`src/rtl/pipe_skid_buffer.sv`:
```
// Two-entry elastic stage: the main register feeds downstream, and the skid register absorbs one beat on stall.
// o_valid, o_ready and o_occupancy decode from the state register only, so no handshake path is combinational.
module pipe_skid_buffer #(
  parameter int DATA_WIDTH = 64
) (
  input  logic                  i_clk,
  input  logic                  i_arst_n,
  input  logic                  i_flush,
  input  logic                  i_valid,
  input  logic [DATA_WIDTH-1:0] i_data,
  output logic                  o_ready,
  output logic                  o_valid,
  output logic [DATA_WIDTH-1:0] o_data,
  input  logic                  i_ready,
  output logic [1:0]            o_occupancy
);

  typedef enum logic [1:0] {
    ST_EMPTY = 2'd0,
    ST_BUSY  = 2'd1,
    ST_FULL  = 2'd2
  } state_t;

  state_t                r_state;
  state_t                w_state_next;
  logic [DATA_WIDTH-1:0] r_main;
  logic [DATA_WIDTH-1:0] r_skid;
  logic [DATA_WIDTH-1:0] w_main_next;
  logic [DATA_WIDTH-1:0] w_skid_next;
  logic                  w_in_fire;
  logic                  w_out_fire;

  assign o_valid     = (r_state != ST_EMPTY);
  assign o_ready     = (r_state != ST_FULL);
  assign o_data      = r_main;
  assign o_occupancy = r_state;  // encoding equals the beat count
  assign w_in_fire   = i_valid & o_ready;
  assign w_out_fire  = o_valid & i_ready;

  always_comb begin
    w_state_next = r_state;
    w_main_next  = r_main;
    w_skid_next  = r_skid;
    unique case (r_state)
      ST_EMPTY: begin
        if (w_in_fire) begin
          w_state_next = ST_BUSY;
          w_main_next  = i_data;
        end
      end
      ST_BUSY: begin
        if (w_in_fire && w_out_fire) begin
          w_main_next = i_data;
        end else if (w_in_fire) begin
          w_state_next = ST_FULL;
          w_skid_next  = i_data;
        end else if (w_out_fire) begin
          w_state_next = ST_EMPTY;
        end
      end
      ST_FULL: begin
        if (w_out_fire) begin
          w_state_next = ST_BUSY;
          w_main_next  = r_skid;
        end
      end
      default: w_state_next = ST_EMPTY;
    endcase
    // Register contents are left as-is on flush; only the state is cleared.
    if (i_flush) begin
      w_state_next = ST_EMPTY;
    end
  end

  always_ff @(posedge i_clk or negedge i_arst_n) begin
    if (!i_arst_n) begin
      r_state <= ST_EMPTY;
      r_main  <= '0;
      r_skid  <= '0;
    end else begin
      r_state <= w_state_next;
      r_main  <= w_main_next;
      r_skid  <= w_skid_next;
    end
  end

endmodule

```
`config.mk`:
```
export PLATFORM = sky130hd
export DESIGN_NAME = pipe_skid_buffer
export DESIGN_NICKNAME = d
export VERILOG_FILES = /design/src/rtl/pipe_skid_buffer.sv
export SDC_FILE = /design/constraint.sdc
export NUM_CORES = 1
export LEC_CHECK = 0
export ABC_AREA = 1
export CORE_UTILIZATION = 50
export CTS_BUF_LIST = sky130_fd_sc_hd__clkbuf_16
export DETAILED_ROUTE_END_ITERATION = 8
export PLACE_DENSITY = 0.91
export SLEW_MARGIN = 20
export SYNTH_ARGS = -nofsm -noshare
export SYNTH_HDL_FRONTEND = slang
export SYNTH_SLANG_ARGS = --single-unit
```
`constraint.sdc`:
```
create_clock -name i_clk -period 1.7 [get_ports i_clk]
set_input_delay 0.17 -clock i_clk [delete_from_list [all_inputs] [get_ports i_clk]]
set_output_delay 0.17 -clock i_clk [all_outputs]
set_load 0.03 [all_outputs]
```
==> flow_metrics.py <==
metrics = {
    "grt": {
        "first_global_vias": 4905,
        "grtUsageTotal": 0.242,
        "grt_pass1_wl_microns": 22300,
        "antenna_violations_before_repair": 0,
        "grt.overflow.total": 0,
        "pin_count_of_the_biggest_net_entering_global_routing": 77,
    },
    "worst_setup_path": {
        "worst_setup_path_end_kind": "output pin",
        "cp.arrival_ns": 1.50,
        "timing.critical_path.from_type": "flop",
        "path_buf_inv": 1,
        "path_max_fanout": 4,
        "critical_path.max_stage_delay_ns": 0.69,
        "reg2regPathDepth": 8,
        "cell_with_the_biggest_individual_delay_on_the_critical_path": "clkdlybuf4s50_1",
        "worst_ep_required_time_ns": 1.53,
        "worst-path-stages": 1,
        "critical_path.cell_chain": "clkdlybuf4s50_1",
        "worst_path_dominant_cell_family": "buffers and inverters",
        "critical_path_class": "flop to output pin",
    },
    "finish": {
        "design.final.nets": 906,
        "flow.area_growth_from_synthesis_pct": 36.6,
        "final.fill_count": 831,
        "layout-drive-gt1-share": 0.0612,
        "antenna_cells": 0,
    },
    "pwr": {
        "total_leakage_power_nw": 3.96,
        "vdd_ir_drop_max_mv": 0.762,
        "power.density_nw_per_um2": 1490,
    },
    "placement": {
        "gp_congestion": 0.785,
        "pre_cts_slack_ns": 0.0546,
        "dp_hpwl_microns": 8530,
        "portBuffers": 136,
    },
    "timing": {
        "slew_at_the_pin_closest_to_its_max_slew_limit_ns": 0.447,
        "clock.fmax_ghz": 0.600,
        "postLayoutSetupSlackWorst_ns": 0.0339,
        "setup-tns-final_ns": 0,
        "grt_setup_unrepaired": "false",
        "setup_violators_final": 0,
        "final-max-slew-violation-count": 0,
        "slew_limit_headroom": 0.702,
        "fin_worst_skew_ns": 0.00989,
        "hold_violation_count_in_the_final_report": 0,
        "min_period_over_period": 0.980,
        "finalWorstPathRequiredPeriod_ns": 1.67,
    },
    "synthesis": {
        "yosysMostFrequentCell": "nand2_1",
        "synth_async_sr_flop_share": 1.00,
        "synth_nets": 779,
        "synth_enable_flop_cells": 0,
        "syn_area_sq_um": 5700,
        "fraction_of_the_yosys_area_taken_by_sequential_cells": 0.571,
        "ys_seq_elements": 130,
        "synth_cells": 710,
        "ys_dominant_reg_cell": "dfrtp_1",
        "yosys.area.top_type_share": 0.571,
        "synthDominantAreaCellType": "dfrtp_1",
        "synthTopCellsByCount": "nand2_1 (304), dfrtp_1 (130), o21ai_0 (102), inv_1 (69), nor2_1 (27)",
        "count_of_yosys_warnings_during_synthesis": 0,
        "average_instance_area_after_synthesis_sq_um": 8.03,
        "ys_types": 14,
        "ys_top_cells_by_area": "dfrtp_1 (57%), nand2_1 (20%), o21ai_0 (9.0%)",
    },
    "cts": {
        "cts_sinks": 130,
        "insertion_delay_of_the_later_clocked_pin_in_the_worst_skew_pair_ns": 0.40,
        "clk_path_buf_depth": 2,
        "cts_max_level": 4,
        "cts_root_buffer": "clkbuf_16",
        "worst_setup_hold_path_clk_slew_ns": 0.06,
        "cts_tree": "built",
        "cts_buffers": 17,
    },
    "floorplan": {
        "core_sq_um": 11000,
        "fp-row-count": 38,
        "die_outline_width_microns": 109,
        "floorplan.initialDensity": 0.519,
        "die_area_sq_um": 11800,
        "chipHeight_microns": 109,
        "ios": 137,
    },
    "routing": {
        "drtPass1Iterations": 5,
        "drt_iter0_markers": 268,
        "route.detailed.wl_per_inst_microns": 13.6,
        "detailroute.via_count": 4940,
        "routed_wl_microns": 13400,
        "post-route-drc-count": 0,
        "final_antenna_net_count": 0,
        "vias_per_cell": 4.99,
    },
    "hold_path": {
        "worstHoldPathType": "input pin to asynchronous set/reset pin",
    },
    "run_status": {
        "run_status": "complete, no violations",
    },
    "flow_run": {
        "cap_viol_max_count": 0,
    },
}
routing by layer:
| layer | share of wire | vias to the layer above | global-route usage |
|---|---|---|---|
| met5 | 0 | - | 0 |
| met4 | 0.0077 | 0 | 0.0743 |
| met3 | 0.071 | 13 | 0.0508 |
| met2 | 0.49 | 180 | 0.399 |
| met1 | 0.43 | 2307 | 0.320 |
| li1 | - | 2440 | - |
placed cells by master, fill, tap and decap left out, types with 3 or more instances in the layout:
cell type / count
nand4_1: 3
a21oi_1: 26
nand3_1: 3
inv_1: 68
buf_4: 5
clkbuf_16: 17
nand2_1: 304
dfrtp_1: 129
inv_6: 6
o21ai_0: 102
inv_2: 3
nor2_1: 27
buf_12: 8
clkdlybuf4s50_1: 132
worst paths after layout:
kind,startpoint,end,slack (ns)
worst max register to register,o_occupancy[1]$_DFFE_PN0P_,o_data[62]$_DFFE_PN0P_,0.21
max in group asynchronous,i_arst_n,o_occupancy[0]$_DFFE_PN0P_,0.87
worst min-delay path,i_arst_n,o_data[10]$_DFFE_PN0P_,0.25
worst min register to register,o_data[19]$_DFFE_PN0P_,o_data[19]$_DFFE_PN0P_,0.48
worst max-delay path,o_occupancy[1]$_DFFE_PN0P_,o_occupancy[1],0.03
min in group i_clk,i_data[8],r_skid[8]$_DFFE_PN0P_,0.35
sequential cells by signal, indices dropped and copies added (netlist names):
signal / cells
o_occupancy: 2
r_skid: 64
o_data: 64
report_power, final:
part / switching [mW] / internal, mW / total (mW)
Sequential: 0.500 / 4.07 / 4.57
Combinational: 2.00 / 1.36 / 3.36
Clock: 1.45 / 2.21 / 3.66
worst register-to-register path: cells and delay by family, from the launching register on:
kind	cells	cell delay, ns
flip-flops	1	0.42
AND/OR/NAND/NOR	5	0.46
buffers and inverters	3	0.55
cell type report:
| cell class | instances | area [sq um] | area share |
|---|---|---|---|
| flip-flops and latches | 130 | 3250 | 0.418 |
| multi-input cells | 468 | 1930 | 0.248 |
| repair buffers | 149 | 1560 | 0.201 |
| clock buffers | 17 | 425 | 0.0546 |
| inverters | 71 | 267 | 0.0342 |
| well taps | 140 | 175 | 0.0225 |
| clock inverters | 15 | 170 | 0.0219 |
metrics by stage:
step | cells | cell area [sq um] | hold WS [ns] | total power, mW | util
after floorplan | 710 | 5700 | -0.126 | 6.52 | -
after global placement | 957 | 7180 | 0.148 | 7.81 | 0.653
after detailed placement | 957 | 7180 | 0.150 | 7.95 | 0.653
after CTS | 990 | 7780 | 0.263 | 11.7 | 0.709
after global routing | 990 | 7790 | 0.307 | 12.2 | 0.709
final | 990 | 7790 | 0.246 | 11.6 | 0.709
kinds of logic (layout without fill, tap and decap cells):
kind of cell	after synthesis	in the layout	synth area share
flip-flops	130	130	0.571
buffers and inverters	112	252	0.0902
AO/OA/AOI/OAI	128	128	0.112
AND/OR/NAND/NOR	340	340	0.227
what timing repair did:
| action | in CTS | in global routing |
|---|---|---|
| hold buffers | 1 | 0 |
| setup buffers | 0 | 0 |
| cloned | 0 | 0 |
| resized for setup | 3 | 2 |
| endpoints found under the hold margin | 29 | 0 |
| setup endpoints to repair | 3 | 2 |
(Power assumes the default switching activity.)
